`src/rtl/branch_resolve_unit_pkg.sv`:
```
// rtl/branch_resolve_unit_pkg.sv - op codes, BHT encodings and counter update helper
package branch_resolve_unit_pkg;

  typedef enum logic [2:0] {
    BJ_BEQ  = 3'b000,
    BJ_BNE  = 3'b001,
    BJ_JUMP = 3'b010,
    BJ_NONE = 3'b011,
    BJ_BLT  = 3'b100,
    BJ_BGE  = 3'b101,
    BJ_BLTU = 3'b110,
    BJ_BGEU = 3'b111
  } bj_op_e;

  typedef enum logic [1:0] {
    SNT = 2'b00,
    WNT = 2'b01,
    WT  = 2'b10,
    ST  = 2'b11
  } bht_state_e;

  function automatic logic [1:0] bht_next(input logic [1:0] state, input logic taken);
    logic [1:0] nxt;
    nxt = state;
    if (taken && state != ST) nxt = state + 2'd1;
    else if (!taken && state != SNT) nxt = state - 2'd1;
    return nxt;
  endfunction

endpackage

```
`src/rtl/branch_resolve_unit_if.sv`:
```
// rtl/branch_resolve_unit_if.sv - IF lookup, EX resolve and redirect signal bundle
interface branch_resolve_unit_if #(
  parameter int XLEN  = 32,
  parameter int CNT_W = 16
);
  logic [XLEN-1:0]  lookup_pc;
  logic             pred_taken;
  logic             res_valid;
  logic             stall;
  logic [2:0]       branch_jump;
  logic [XLEN-1:0]  data1;
  logic [XLEN-1:0]  data2;
  logic [XLEN-1:0]  res_pc;
  logic [XLEN-1:0]  target;
  logic             pred_in;
  logic             pc_sel;
  logic [XLEN-1:0]  pc_target;
  logic             flush;
  logic [CNT_W-1:0] br_count;
  logic [CNT_W-1:0] miss_count;

  modport master (
    output lookup_pc, res_valid, stall, branch_jump, data1, data2, res_pc, target, pred_in,
    input  pred_taken, pc_sel, pc_target, flush, br_count, miss_count
  );

  modport slave (
    input  lookup_pc, res_valid, stall, branch_jump, data1, data2, res_pc, target, pred_in,
    output pred_taken, pc_sel, pc_target, flush, br_count, miss_count
  );
endinterface

```
`src/rtl/branch_resolve_unit_compare.sv`:
```
// rtl/branch_resolve_unit_compare.sv - combinational branch condition evaluation
module branch_resolve_unit_compare
  import branch_resolve_unit_pkg::*;
#(
  parameter int XLEN = 32
) (
  input  bj_op_e          op,
  input  logic [XLEN-1:0] data1,
  input  logic [XLEN-1:0] data2,
  output logic            taken
);

  always_comb begin
    taken = 1'b0;
    case (op)
      BJ_BEQ:  taken = (data1 == data2);
      BJ_BNE:  taken = (data1 != data2);
      BJ_BLT:  taken = ($signed(data1) <  $signed(data2));
      BJ_BGE:  taken = ($signed(data1) >= $signed(data2));
      BJ_BLTU: taken = (data1 <  data2);
      BJ_BGEU: taken = (data1 >= data2);
      BJ_JUMP: taken = 1'b1;
      default: taken = 1'b0;
    endcase
  end

endmodule

```
`src/rtl/branch_resolve_unit.sv`:
```
// rtl/branch_resolve_unit.sv - EX-stage branch resolver with BHT predictor and registered redirect
module branch_resolve_unit
  import branch_resolve_unit_pkg::*;
#(
  parameter int XLEN        = 32,
  parameter int BHT_ENTRIES = 16,
  parameter int CNT_W       = 16
) (
  input logic                clk,
  input logic                reset,
  branch_resolve_unit_if.slave bus
);

  localparam int IDX_W = $clog2(BHT_ENTRIES);

  bj_op_e                   op;
  logic                     taken;
  logic                     miss;
  logic                     accept;
  logic                     is_cond;
  logic [IDX_W-1:0]         lookup_idx;
  logic [IDX_W-1:0]         res_idx;
  logic [1:0]               res_state;
  logic [2*BHT_ENTRIES-1:0] bht_q;
  logic                     pc_sel_q;
  logic [XLEN-1:0]          pc_target_q;
  logic [CNT_W-1:0]         br_q;
  logic [CNT_W-1:0]         miss_q;
  logic                     unused_lookup;

  assign op            = bj_op_e'(bus.branch_jump);
  assign lookup_idx    = bus.lookup_pc[IDX_W+1:2];
  assign res_idx       = bus.res_pc[IDX_W+1:2];
  assign res_state     = bht_q[{res_idx, 1'b0} +: 2];
  assign unused_lookup = ^{bus.lookup_pc[XLEN-1:IDX_W+2], bus.lookup_pc[1:0]};

  // Read sees the pre-edge array, so a same-cycle update shows up one cycle later.
  assign bus.pred_taken = bht_q[{lookup_idx, 1'b1}];

  branch_resolve_unit_compare #(.XLEN(XLEN)) u_compare (
    .op    (op),
    .data1 (bus.data1),
    .data2 (bus.data2),
    .taken (taken)
  );

  // The cycle that carries a redirect holds a wrong-path instruction in EX.
  assign accept  = bus.res_valid & ~bus.stall & ~pc_sel_q & (op != BJ_NONE);
  assign is_cond = (op != BJ_JUMP);
  assign miss    = taken ^ bus.pred_in;

  always_ff @(posedge clk) begin
    if (reset) begin
      pc_sel_q    <= 1'b0;
      pc_target_q <= '0;
      br_q        <= '0;
      miss_q      <= '0;
      bht_q       <= {BHT_ENTRIES{WNT}};
    end else if (!bus.stall) begin
      pc_sel_q <= accept & miss;
      if (accept) begin
        pc_target_q <= taken ? bus.target : bus.res_pc + XLEN'(4);
        if (br_q != '1) br_q <= br_q + CNT_W'(1);
        if (miss && miss_q != '1) miss_q <= miss_q + CNT_W'(1);
        if (is_cond) bht_q[{res_idx, 1'b0} +: 2] <= bht_next(res_state, taken);
      end
    end
  end

  assign bus.pc_sel     = pc_sel_q;
  assign bus.flush      = pc_sel_q;
  assign bus.pc_target  = pc_target_q;
  assign bus.br_count   = br_q;
  assign bus.miss_count = miss_q;

endmodule

```
`src/flat_wrapper.sv`:
```
// flat-port wrapper written by rule: the top's interface ports become plain ports
module branch_resolve_unit_flat import branch_resolve_unit_pkg::*;
#(
  parameter int XLEN        = 32,
  parameter int BHT_ENTRIES = 16,
  parameter int CNT_W       = 16
)
  (clk, reset, bus_lookup_pc, bus_res_valid, bus_stall, bus_branch_jump, bus_data1, bus_data2, bus_res_pc, bus_target, bus_pred_in, bus_pred_taken, bus_pc_sel, bus_pc_target, bus_flush, bus_br_count, bus_miss_count);
  branch_resolve_unit_if #(.XLEN(XLEN), .CNT_W(CNT_W)) bus_i ();
  input logic clk;
  input logic reset;
  input wire logic [$bits(bus_i.lookup_pc)-1:0] bus_lookup_pc;
  input wire logic [$bits(bus_i.res_valid)-1:0] bus_res_valid;
  input wire logic [$bits(bus_i.stall)-1:0] bus_stall;
  input wire logic [$bits(bus_i.branch_jump)-1:0] bus_branch_jump;
  input wire logic [$bits(bus_i.data1)-1:0] bus_data1;
  input wire logic [$bits(bus_i.data2)-1:0] bus_data2;
  input wire logic [$bits(bus_i.res_pc)-1:0] bus_res_pc;
  input wire logic [$bits(bus_i.target)-1:0] bus_target;
  input wire logic [$bits(bus_i.pred_in)-1:0] bus_pred_in;
  output wire logic [$bits(bus_i.pred_taken)-1:0] bus_pred_taken;
  output wire logic [$bits(bus_i.pc_sel)-1:0] bus_pc_sel;
  output wire logic [$bits(bus_i.pc_target)-1:0] bus_pc_target;
  output wire logic [$bits(bus_i.flush)-1:0] bus_flush;
  output wire logic [$bits(bus_i.br_count)-1:0] bus_br_count;
  output wire logic [$bits(bus_i.miss_count)-1:0] bus_miss_count;
  assign bus_i.lookup_pc = bus_lookup_pc;
  assign bus_i.res_valid = bus_res_valid;
  assign bus_i.stall = bus_stall;
  assign bus_i.branch_jump = bus_branch_jump;
  assign bus_i.data1 = bus_data1;
  assign bus_i.data2 = bus_data2;
  assign bus_i.res_pc = bus_res_pc;
  assign bus_i.target = bus_target;
  assign bus_i.pred_in = bus_pred_in;
  assign bus_pred_taken = bus_i.pred_taken;
  assign bus_pc_sel = bus_i.pc_sel;
  assign bus_pc_target = bus_i.pc_target;
  assign bus_flush = bus_i.flush;
  assign bus_br_count = bus_i.br_count;
  assign bus_miss_count = bus_i.miss_count;
  branch_resolve_unit #(.XLEN(XLEN), .BHT_ENTRIES(BHT_ENTRIES), .CNT_W(CNT_W)) u_core (.clk(clk), .reset(reset), .bus(bus_i));
endmodule
```
`config.mk`:
```
export PLATFORM = sky130hd
export DESIGN_NAME = branch_resolve_unit_flat
export DESIGN_NICKNAME = d
export VERILOG_FILES = /design/src/rtl/branch_resolve_unit_pkg.sv /design/src/rtl/branch_resolve_unit_if.sv /design/src/rtl/branch_resolve_unit_compare.sv /design/src/rtl/branch_resolve_unit.sv /design/src/flat_wrapper.sv
export SDC_FILE = /design/constraint.sdc
export NUM_CORES = 1
export LEC_CHECK = 0
export CORE_ASPECT_RATIO = 0.7
export CORE_MARGIN = 2
export CORE_UTILIZATION = 29
export DETAILED_ROUTE_END_ITERATION = 10
export DONT_BUFFER_PORTS = 1
export SYNTH_ARGS = -nofsm -noshare
export SYNTH_HDL_FRONTEND = slang
export SYNTH_SLANG_ARGS = --single-unit
```
`constraint.sdc`:
```
create_clock -name clk -period 3.39 [get_ports clk]
set_input_delay 0.678 -clock clk [delete_from_list [all_inputs] [get_ports clk]]
set_output_delay 0.678 -clock clk [all_outputs]
set_load 0.05 [all_outputs]
```
# Word-level counts from Yosys, hierarchy flattened
# Index checks and enable logic that the tools add are counted.
# word_totals
reg_bits,97
ram_bits,0
memories,0
romBits,0
input_bits,168
latch_bits,0
out_inout_bits,67
wordCells,60
# op_classes
eq_ne,13
div,0
n_mul,0
add_sub_neg,6
n_lt_le_gt_ge,5
n_reduce_logical,10
bitwise,7
mux,11
shift,3
# op_table
op,count
$ge A32 B32 Y1,2
$lt A32 B32 Y1,2
$add A16 B1 Y16 const B,2
$add A32 B3 Y32 const B,1
$bwmux W32,1
$eq A32 B32 Y1,1
$mux W32,1
$ne A16 B16 Y1 const B,2
$ne A32 B32 Y1,1
$shift A2 B7 Y32 const A,1
$shiftx A2 B7 Y32,1
$shiftx A32 B6 Y2,1
$eq A3 B3 Y1 const B,4
$mux W2,6
$reduce_and A3 Y1,3
$neg A5 Y7,1
$pmux W1 S7,1
$lt A5 B6 Y1 const B,1
$ne A3 B2 Y1 const B,2
$and A1 B1 Y1,4
$bmux W1 S4,1
$eq A3 B1 Y1 const B,1
$eq A3 B2 Y1 const B,1
$logic_and A1 B1 Y1,3
10 further kinds,11

# Longest topological paths before layout
# Gate-level depths: netlist of the first run.
# logic_depth
word_depth,12
depth_mapped,14
mapped_depth_nobuf,12

# Hierarchy
# From an unflattened synthesis of the first run, not the netlist that was laid out.
# unflattened
hier_cells,784
area_unflattened_um2,6477.5
# by_module_without_submodules
module,cells_each,area_each_um2,instances
branch_resolve_unit,652,5535.3,1
branch_resolve_unit_compare,132,942.2,1

# Least setup slack after synthesis of the first run
# No wires, ideal clock.
# synth_timing
path_kind,input port to flip-flop
start,input port bus_res_pc[2]
end,register u_core.bht_q[5]
t_arrival_ns,3.547
stages,10
path_slack_ns,-0.222
setup_ns,0.065
t_required_ns,3.325
cell_sequence,clkbuf_1 clkbuf_1 mux4_2 mux4_2 ha_1 nand2b_1 o21bai_1 buf_2 mux2i_1 nor2_1
# synth_between
elab_chain_len,11
elab_cells_between_ends,17
cone_classes,add/sub (3); eq/ne (1); shift (3); mux (7); reduce/logical (3)
# synth_rtl
item,line,source
"start, declared",flat_wrapper.sv:18,input wire logic [$bits(bus_i.res_pc)-1:0] bus_res_pc;
branches (longest 10 deep; another with $sub A2 B1 Y2),-,
$bwmux W32 *,branch_resolve_unit.sv:65,"if (is_cond) bht_q[{res_idx, 1'b0} +: 2] <= bht_next(res_state, taken);"
"end signal, assigned",branch_resolve_unit.sv:58,bht_q <= {BHT_ENTRIES{WNT}};
"end signal, assigned by index",branch_resolve_unit.sv:65,
"end, declared",branch_resolve_unit.sv:24,logic [2*BHT_ENTRIES-1:0] bht_q;
# Mark *: on every way between the ends. The select of a mux whose other input is x is not followed.
# A chain may end at the register's enable or synchronous reset.

# Worst setup path in the final report of the first run
# layout_timing
start,input port bus_data2[29]
end,register u_core.pc_target_q[0] (netlist: u_core.bus.pc_target[0])
# layout_between
elab_chain_len,3
elab_cells_between_ends,8
cone_classes,order compare (4); eq/ne (2); mux (2)
# layout_rtl
item,line,source
"start, declared",flat_wrapper.sv:17,input wire logic [$bits(bus_i.data2)-1:0] bus_data2;
"$ge A32 B32 Y1, or another cell as far along",branch_resolve_unit_compare.sv:21,BJ_BGEU: taken = (data1 >= data2);
$pmux W1 S7 *,branch_resolve_unit_compare.sv:15,case (op)
$mux W32 *,branch_resolve_unit.sv:62,pc_target_q <= taken ? bus.target : bus.res_pc + XLEN'(4);
"end signal, assigned",branch_resolve_unit.sv:62,
"end, declared",branch_resolve_unit.sv:26,logic [XLEN-1:0] pc_target_q;
# Mark *: on every way between the ends. The rest lies on a longest branch, timed or not.

==> results of run 1 <==
## registers in the layout, indices dropped and copies added (netlist names)
register	count
u_core.bus.pc_target	32
u_core.bus.miss_count	16
u_core.bus.br_count	16
u_core.bht_q	32
u_core.bus.flush	1
## cells in the mapped netlist, drive strengths merged (10+ instances only)
cell     n
a211oi  12
a21oi   57
a22oi   10
and3    13
buf     11
clkbuf  26
dfxtp   97
ha      41
inv     47
mux2i   14
mux4    15
nand2   95
nand3   22
nand4   14
nor2    84
nor3    17
o211ai  20
o21ai   23
o31ai   10
or3     13
xnor2   21
xor2    24
## cells by family after synthesis
family,synth area share
AND/OR/NAND/NOR,0.229
AO/OA/AOI/OAI,0.171
flip-flops,0.316
buffers and inverters,0.0549
XOR/XNOR,0.0641
adder cells (fa/ha/maj),0.0834
multiplexers,0.0820
## worst paths after layout
check | depth (start not counted) | end | startpoint | slack, ns
worst max-delay path | 15 | u_core.bus.pc_target[0]$_SDFFE_PP0P_ | bus_data2[29] | 0.11
worst min-delay path | 1 | u_core.bus.miss_count[14]$_SDFFE_PP0P_ | reset | 0.38
worst max register to register | 10 | u_core.bus.br_count[15]$_SDFFE_PP0P_ | u_core.bus.br_count[9]$_SDFFE_PP0P_ | 0.64
worst min register to register | 2 | u_core.bht_q[22]$_SDFFE_PP1P_ | u_core.bht_q[22]$_SDFFE_PP1P_ | 0.47
## layout make-up
type	count	area [sq um]
inverter	48	180
fill	2172	13700
clock inverter	5	62.6
timing repair buffer	44	388
multi-input combinational	573	3930
sequential	97	1940
tap	276	345
clock buffer	10	239
antenna	1	2.50
## report_power, final
part / internal, mW / total [mW] / switching (mW)
Combinational: 0.200 / 0.452 / 0.252
Clock: 0.594 / 1.08 / 0.487
Sequential: 1.17 / 1.29 / 0.121
## metrics by stage
stage,area [sq um],hold WS [ns],worst slack (ns)
final,7090,0.380,0.107
after global routing,7090,0.358,-0.0130
after CTS,7060,0.366,0.0149
after detailed placement,6740,0.450,-0.404
after global placement,6740,0.444,-0.287
after floorplan,6190,0.432,0.00841
## worst max-delay path, cell delays in order
cell,delay [ns]
inv_1,0.08
ha_4,0.22
a21o_1,0.17
a21o_1,0.16
a21oi_1,0.28
o211ai_2,0.17
nor4b_1,0.27
and3b_2,0.25
o311ai_4,0.31
buf_12,0.16
buf_4,0.13
buf_12,0.16
mux2i_1,0.25
buf_4,0.16
a211oi_1,0.06
## metal layers
| layer | wire length, um | global-route usage | up-vias |
|---|---|---|---|
| met2 | 8050 | 0.250 | 214 |
| met1 | 8520 | 0.218 | 2497 |
| li1 | - | - | 2708 |
| met3 | 2190 | 0.0746 | 14 |
| met5 | 10 | 0 | - |
| met4 | 199 | 0.0463 | 2 |
## what timing repair did
item	in CTS	in global routing
buffers inserted	1	1
gates resized for setup	0	5
pin swaps	1	4
setup endpoints to repair	1	33
==> results.md, run 1 <==
- Run status: finished, final reports clean
- EDFF count, synth: 0
- Non-filler instance count after layout: about 1.1k
- CP endpoint kind: register
- DRC errors left: 0
- IO buf count: 0
- Total power: between 2 and 3 mW
- Layout cells sized above 1: 0.130
- Layout Utilization: 0.342
- Most common cell after layout, fill and taps aside: dfxtp_1
- I/O Pins: between 200 and 250
- Core box area: just over 20000 sq um
- F_max: ~300 MHz
- Synthesized flop and latch total: 97
- Die H: around 130 um
- Total CTS buffers: 9
- Clk_lat worst skew: between 0.3 and 0.4 ns
- Vias in the first global route: a little over 5k
- Peak VDD IR: about 0.00021 V
- Worst min path class: primary input to register
- Synth warn: 0
- Crit path max fanout: 26
- WP data required: around 3.6 ns
- Max Cap Violations: 0
- Count of endpoints failing setup in the final report: 0
- Asr flop ratio synth: 0
- Die width: 178 um
- PwrDens: around 400 nW/um^2
- Top cells by area, synth: dfxtp_1 (32%), ha_1 (8.3%), nand2_1 (5.8%), mux4_2 (5.5%), nor2_1 (5.1%)
- Worst Tran Pin Value: 0.847 ns
- WL/cell: ~18 um
- Mapped Nets: roughly 960
- Total congestion overflow: 0
- Routed vias: about 5.4k
- CTS tree: yes
- Skew final: approximately 0.0086 ns
- Syn Inst Count: around 760
- Unrepaired setup endpoints after global routing: yes
- Initial core utilization: 0.296
- Setup TNS: 0 ns
- Relative slew slack: 0.430
- Area Overhead vs Synth: 15.3%
- Most frequent cells in the layout: dfxtp_1 (97), nand2_1 (95), nor2_1 (84), a21oi_1 (55), inv_1 (47)
- Share of Yosys cell area claimed by the top area cell type: 0.316
- Sequential share of the synthesized area: 0.316
- H-Tree Depth: 3
- Synth cell types: between 50 and 60
- Synth Area per Inst: around 8.1 sq um
- Pre-antenna DRT Iters: 5
- Gp weighted congestion: about 0.81
- Crit share post-route: 0.968
- Pin count of the biggest net entering global routing: between 90 and 100
- Worst Path Arrival: 3.53 ns
- Site Rows: 44
- CP Launch Type: primary input
- Overall global routing resource usage: 0.167
- Sink Count: slightly below 100
- DR iter-0 viols: around 450
- Cell area after synthesis: between 6000 and 7000 sq um
- DP Wirelength: 14.8 mm
- Synth area leader: dfxtp_1
- Root Buffer: clkbuf_16
- First-pass GRT wire length: 28.4 mm
- Critical path class: primary input to register
- Leak Pwr: approximately 2.7 nW
- Final hold violation count: 0
- Total die area: between 20000 and 25000 sq um
- Clock slew at reported path FFs: about 0.070 ns
- WL final: about 19 mm
- Max-slew violations: 0
- Nets: 982
- Cell Count Post-Placement: 1036
- Tmin final: between 3 and 4 ns
- Top FF cell, synth: dfxtp_1
- Routed Antenna Nets: 0
- Cts hold-fix bufs: 0
- Post-DR vias/cell: between 5 and 6
- Antenna violations before repair: 2
- Clock Path Buffers: 2
Power figures use the tool's default switching activity.
==> inputs of run 2 (changes only) <==
--- a/config.mk
+++ b/config.mk
@@ -10,6 +10,7 @@
 export CORE_UTILIZATION = 29
 export DETAILED_ROUTE_END_ITERATION = 10
 export DONT_BUFFER_PORTS = 1
+export RECOVER_POWER = 25
 export SYNTH_ARGS = -nofsm -noshare
 export SYNTH_HDL_FRONTEND = slang
 export SYNTH_SLANG_ARGS = --single-unit
==> run 2 against run 1 <==
Net effect:
- non-clock buffer count is the same
- clock power about the same
- register-to-register slack worse by 0.16 ns
- count of clock-buffer cells in the layout is the same
- critical endpoint is now u_core.bus.miss_count[1]$_SDFFE_PP0P_
==> results.md, run 2 (synthesized netlist as in run 1, its figures left out) <==
- Cts hold-fix bufs: 0 (unchanged)
- Relative slew slack: 0.197 (-0.233)
- Worst Tran Pin Value: 1.20 ns (+0.357 ns)
- Post-DR vias/cell: 5.16 (about the same)
- DP Wirelength: 14.8 mm (unchanged)
- Pin count of the biggest net entering global routing: 93 (unchanged)
- Sink Count: 97 (unchanged)
- WL/cell: 18.0 um (+0.10%)
- Max Cap Violations: 0 (unchanged)
- DR iter-0 viols: 438 (-1.8%)
- Crit path max fanout: 7 (-73%)
- Skew final: 0.00868 ns (+0.0000523 ns)
- CP Launch Type: primary input
- Core box area: 20800 sq um (unchanged)
- Site Rows: 44 (unchanged)
- H-Tree Depth: 3 (unchanged)
- Total power: 2.83 mW (about the same)
- Clock slew at reported path FFs: 0.07 ns (about the same)
- Total die area: 22400 sq um (unchanged)
- Antenna violations before repair: 2 (unchanged)
- Max-slew violations: 0 (unchanged)
- Sequential power share: 0.457 (about the same)
- Switching pwr: 0.861 mW (+0.16%)
- Worst Path Arrival: 3.54 ns (about the same)
- Nets: 982 (unchanged)
- Total CTS buffers: 9 (unchanged)
- Switching part of the total: 0.305 (+0.000413)
- Routed vias: 5438 (+0.055%)
- Layout cells sized above 1: 0.116 (-0.0142)
- Worst hold path depth: 1 (unchanged)
- Worst min path class: primary input to register
- IO buf count: 0 (unchanged)
- Fillers: 2180 (+0.37%)
- Count of endpoints failing setup in the final report: 0 (unchanged)
- Peak VDD IR: 0.000207 V (-0.28%)
- I/O Pins: 235 (unchanged)
- Clock Path Buffers: 2 (unchanged)
- PwrDens: 401 nW/um^2 (+0.61%)
- CP endpoint kind: register
- Layout Utilization: 0.340 (-0.00199)
- Total congestion overflow: 0 (unchanged)
- Final hold violation count: 0 (unchanged)
- Initial core utilization: 0.296 (unchanged)
- Leak Pwr: 2.62 nW (-1.8%)
- DRC errors left: 0 (unchanged)
- Setup TNS: 0 ns (unchanged)
- Tmin final: 3.29 ns (+0.00390 ns)
- CTS tree: yes
- Vias in the first global route: 5120 (unchanged)
- Run status: finished, final reports clean
- Die H: 126 um (unchanged)
- Critical path class: primary input to register
- First-pass GRT wire length: 28.4 mm (unchanged)
- Comb power frac: 0.160 (about the same)
- Gp weighted congestion: 0.805 (unchanged)
- Final instance area: 7050 sq um (-0.58%)
- Unrepaired setup endpoints after global routing: yes
- Clk_lat worst skew: 0.37 ns (about the same)
- Power Internal: 1.96 mW (about the same)
- Area Overhead vs Synth: 14.6%
- Most frequent cells in the layout: dfxtp_1 (97), nand2_1 (95), nor2_1 (84), a21oi_1 (55), inv_1 (47)
- DP Area: 6740 sq um (unchanged)
- Die width: 178 um (unchanged)
- Overall global routing resource usage: 0.167 (unchanged)
- Pre-antenna DRT Iters: 5 (unchanged)
- Clock power share: 0.383 (about the same)
- F_max: 304 MHz (-0.12%)
- FF-to-FF path depth: 11 (+1)
- Most common cell after layout, fill and taps aside: dfxtp_1
- WP data required: 3.64 ns (about the same)
- Routed Antenna Nets: 0 (unchanged)
- Crit share post-route: 0.969 (+0.00115)
- WL final: 19.0 mm (+0.10%)
- Root Buffer: clkbuf_16
-- run 2: cell types whose count changed in the layout (fill, tap and decap cells not counted) --
| cell | previous run | this run |
|---|---|---|
| clkbuf_1 | 0 | 11 |
| buf_4 | 38 | 27 |
-- run 2: critical path, cell delays in order --
cell	delay (ns)
inv_1	0.08
ha_4	0.22
a21o_1	0.17
a21o_1	0.16
a21oi_1	0.28
o211ai_2	0.17
nor4b_1	0.27
and3b_2	0.25
o311ai_4	0.31
buf_12	0.16
mux2i_4	0.36
buf_4	0.19
mux2i_1	0.18
nor2_1	0.05
-- run 2: metrics by stage --
stage | setup slack (ns) | cells | hold slack, ns
finish | 0.104 | 1054 | 0.383
global route | -0.0130 | 1053 | 0.358
CTS | 0.0149 | 1052 | 0.366
detailed placement | -0.404 | 1036 | 0.450
global placement | -0.287 | 1036 | 0.444
floorplan | 0.00841 | 755 | 0.432
-- run 2: power groups by stage --
stage                     combinational (mW)  sequential, mW  clock [mW]
after global placement                 0.439            1.32           0
after detailed placement               0.445            1.32           0
after floorplan                        0.313            1.32           0
after global routing                   0.506            1.30        1.16
final                                  0.451            1.29        1.08
after CTS                              0.455            1.29        1.11
-- run 2: layout make-up --
type	count	area [sq um]	share of cell area
Timing Repair Buffer	44	347	0.0492
Antenna cell	1	2.50	0.000355
Inverter	48	180	0.0256
Multi-Input combinational cell	573	3930	0.558
Clock inverter	5	62.6	0.00887
Clock buffer	10	239	0.0339
Sequential cell	97	1940	0.275
Tap cell	276	345	0.0490
-- run 2: routing by layer --
layer | vias up | GRT usage | wire [um]
li1 | 2711 | - | -
met1 | 2499 | 0.218 | 8460
met2 | 212 | 0.250 | 8110
met3 | 14 | 0.0746 | 2220
met4 | 2 | 0.0463 | 200
met5 | - | 0 | 10
-- run 2: final timing paths --
check                                                         start                                     end  slack [ns]
worst max-delay path                                  bus_data2[29]   u_core.bus.miss_count[1]$_SDFFE_PP0P_        0.10
worst min-delay path                                          reset  u_core.bus.miss_count[12]$_SDFFE_PP0P_        0.38
worst max register to register  u_core.bus.br_count[7]$_SDFFE_PP0P_    u_core.bus.br_count[15]$_SDFFE_PP0P_        0.48
worst min register to register        u_core.bht_q[22]$_SDFFE_PP1P_           u_core.bht_q[22]$_SDFFE_PP1P_        0.47
-- run 2: timing repair --
item                       CTS  global route
setup endpoints to repair    1            33
pin swaps                    1             4
resized for setup            0             5
buffers inserted             1             1
==> inputs of run 3 (changes only) <==
--- a/config.mk
+++ b/config.mk
@@ -10,6 +10,7 @@
 export CORE_UTILIZATION = 29
 export DETAILED_ROUTE_END_ITERATION = 10
 export DONT_BUFFER_PORTS = 1
+export PLACE_DENSITY = 0.51
 export RECOVER_POWER = 25
 export SYNTH_ARGS = -nofsm -noshare
 export SYNTH_HDL_FRONTEND = slang
==> constraint.sdc (replaced) <==
create_clock -name clk -period 3.39 [get_ports clk]
set_input_delay 0.678 -clock clk [delete_from_list [all_inputs] [get_ports clk]]
set_output_delay 0.678 -clock clk [all_outputs]
set_load 0.1 [all_outputs]
==> run 3 against run 2 <==
Net effect:
- largest power group unchanged
- total power rose by 4.1%
- utilization rose by 0.23 points
- sequential share of layout area fell by 0.18 points
- register-to-register slack got worse by 0.26 ns
- non-clock buffer count rose by 16
- clock power barely moved
- critical path depth fell by 1
- via count rose by 0.26%
- global-route usage fell by 0.51 points
- sequential power rose by 8%
- count of clock-buffer cells in the layout fell by 1
==> results.md, run 3 (synthesized netlist as in run 1, its figures left out) <==
- WL/cell: 17.3 um (-3.8%)
- Relative slew slack: 0.0820 (-0.115)
- Total die area: 22400 sq um (unchanged)
- DR iter-0 viols: 312 (-29%)
- Gp weighted congestion: 0.802 (-0.37%)
- Total congestion overflow: 0 (unchanged)
- Post-DR vias/cell: 5.10 (-1.2%)
- H-Tree Depth: 3 (unchanged)
- Sink Count: 97 (unchanged)
- Overall global routing resource usage: 0.162 (-0.00505)
- PwrDens: 414 nW/um^2 (+3.4%)
- F_max: 311 MHz (+2.3%)
- CTS tree: yes
- Pin count of the biggest net entering global routing: 93 (unchanged)
- Final hold violation count: 0 (unchanged)
- Tmin final: 3.21 ns (-0.0744 ns)
- DP Wirelength: 14.2 mm (-3.8%)
- Max-slew violations: 0 (unchanged)
- Clk_lat worst skew: 0.36 ns (about the same)
- Count of endpoints failing setup in the final report: 0 (unchanged)
- Initial core utilization: 0.296 (unchanged)
- Critical path class: primary input to register
- Most common cell after layout, fill and taps aside: dfxtp_1
- CP Launch Type: primary input
- N_diodes: 0 (-1)
- Peak VDD IR: 0.000189 V (-9.0%)
- Worst Path Arrival: 3.50 ns (-0.04 ns)
- Die H: 126 um (unchanged)
- Area Overhead vs Synth: 15.4%
- I/O Pins: 235 (unchanged)
- Setup TNS: 0 ns (unchanged)
- Max Cap Violations: 0 (unchanged)
- Total CTS buffers: 9 (unchanged)
- Unrepaired setup endpoints after global routing: yes
- Most frequent cells in the layout: dfxtp_1 (97), nand2_1 (95), nor2_1 (84), a21oi_1 (55), inv_1 (47)
- Root Buffer: clkbuf_16
- Routed vias: 5452 (+0.26%)
- Vias in the first global route: 5050 (-1.4%)
- Core box area: 20800 sq um (unchanged)
- WL final: 18.5 mm (-2.4%)
- Clock Path Buffers: 2 (unchanged)
- Worst min path class: primary input to register
- DRC errors left: 0 (unchanged)
- CP endpoint kind: register
- Cell Count Post-Placement: 1054 (+1.7%)
- Die width: 178 um (unchanged)
- Antenna violations before repair: 2 (unchanged)
- Site Rows: 44 (unchanged)
- WP data required: 3.68 ns (+0.04 ns)
- Skew final: 0.0107 ns (+0.00203 ns)
- Total power: 2.94 mW (+4.1%)
- Crit share post-route: 0.947 (-0.0219)
- First-pass GRT wire length: 28.4 mm (-0.24%)
- IO buf count: 0 (unchanged)
- Run status: finished, final reports clean
- Non-filler instance count after layout: 1070 (+1.5%)
- Crit path max fanout: 5 (-2)
- Post-CTS Setup Inserts: 0 (-1)
- Nets: 998 (+1.6%)
- Clock slew at reported path FFs: 0.07 ns (about the same)
- Pre-antenna DRT Iters: 4 (-1)
- Layout cells sized above 1: 0.115 (-0.00122)
- Leak Pwr: 2.64 nW (+1.0%)
- Worst Tran Pin Value: 1.38 ns (+0.173 ns)
- Routed Antenna Nets: 0 (unchanged)
- Fillers: 2219 (+1.8%)
==> run 3: changes by cell type in the layout (fill, tap and decap cells not counted), moves of 2 or more <==
cell / before / now
buf_4: 27 / 29
clkinvlp_4: 2 / 0
clkbuf_1: 11 / 27
clkinv_4: 0 / 3
buf_6: 2 / 0
==> run 3: metal layers <==
layer	vias to the layer above	routed length, um	global-route usage	share of wire
li1	2755	-	-	-
met1	2486	8860	0.224	0.48
met2	190	7710	0.240	0.42
met3	17	1780	0.0655	0.096
met4	4	164	0.0304	0.0088
met5	-	26	0	0.0014
==> run 3: final timing paths <==
path | from | end | slack [ns] | depth (start not counted)
max reg2reg | u_core.bus.miss_count[10]$_SDFFE_PP0P_ | u_core.bus.miss_count[14]$_SDFFE_PP0P_ | 0.22 | 9
min | reset | u_core.bus.miss_count[12]$_SDFFE_PP0P_ | 0.40 | 1
max | bus_data2[5] | u_core.bus.miss_count[11]$_SDFFE_PP0P_ | 0.18 | 13
min reg2reg | u_core.bht_q[2]$_SDFFE_PP1P_ | u_core.bht_q[2]$_SDFFE_PP1P_ | 0.48 | 2
==> run 3: area by class of cell <==
type / instances / area [sq um] / share of cell area
flip-flops and latches: 97 / 1940 / 0.274
repair buffers: 60 / 384 / 0.0541
multi-input cells: 573 / 3930 / 0.554
clock buffers: 9 / 225 / 0.0317
well taps: 276 / 345 / 0.0487
clock inverters: 7 / 90.1 / 0.0127
inverters: 48 / 180 / 0.0254
==> run 3: critical path: stages <==
cell and delay, ns:
inv_1 0.02, ha_1 0.29, a21o_1 0.18, a21oi_1 0.18, o221a_2 0.24, o211ai_2 0.12, or3_1 0.41, a21oi_2 0.21
o311ai_4 0.14, mux2i_4 0.25, buf_4 0.17, or4_1 0.46, a21oi_1 0.15
==> run 3: timing repair <==
item                                    in CTS  in global routing
hold buffers                                 0                  0
resized for setup                            0                  4
endpoints found under the setup margin       0                 25
==> run 3: metrics by stage <==
step | worst slack, ns | utilization | hold slack (ns) | cell area (sq um)
floorplan | 0.00546 | - | 0.432 | 6190
global placement | -0.267 | 0.331 | 0.447 | 6870
detailed placement | -0.288 | 0.331 | 0.454 | 6870
CTS | 0.0734 | 0.346 | 0.372 | 7190
global route | -0.0110 | 0.342 | 0.375 | 7100
finish | 0.178 | 0.342 | 0.397 | 7100
==> run 3: where the power goes <==
group	switching, mW	leakage, nW	internal, mW
Combinational	0.259	1.70	0.185
Clock	0.520	0.153	0.589
Sequential	0.216	0.786	1.17
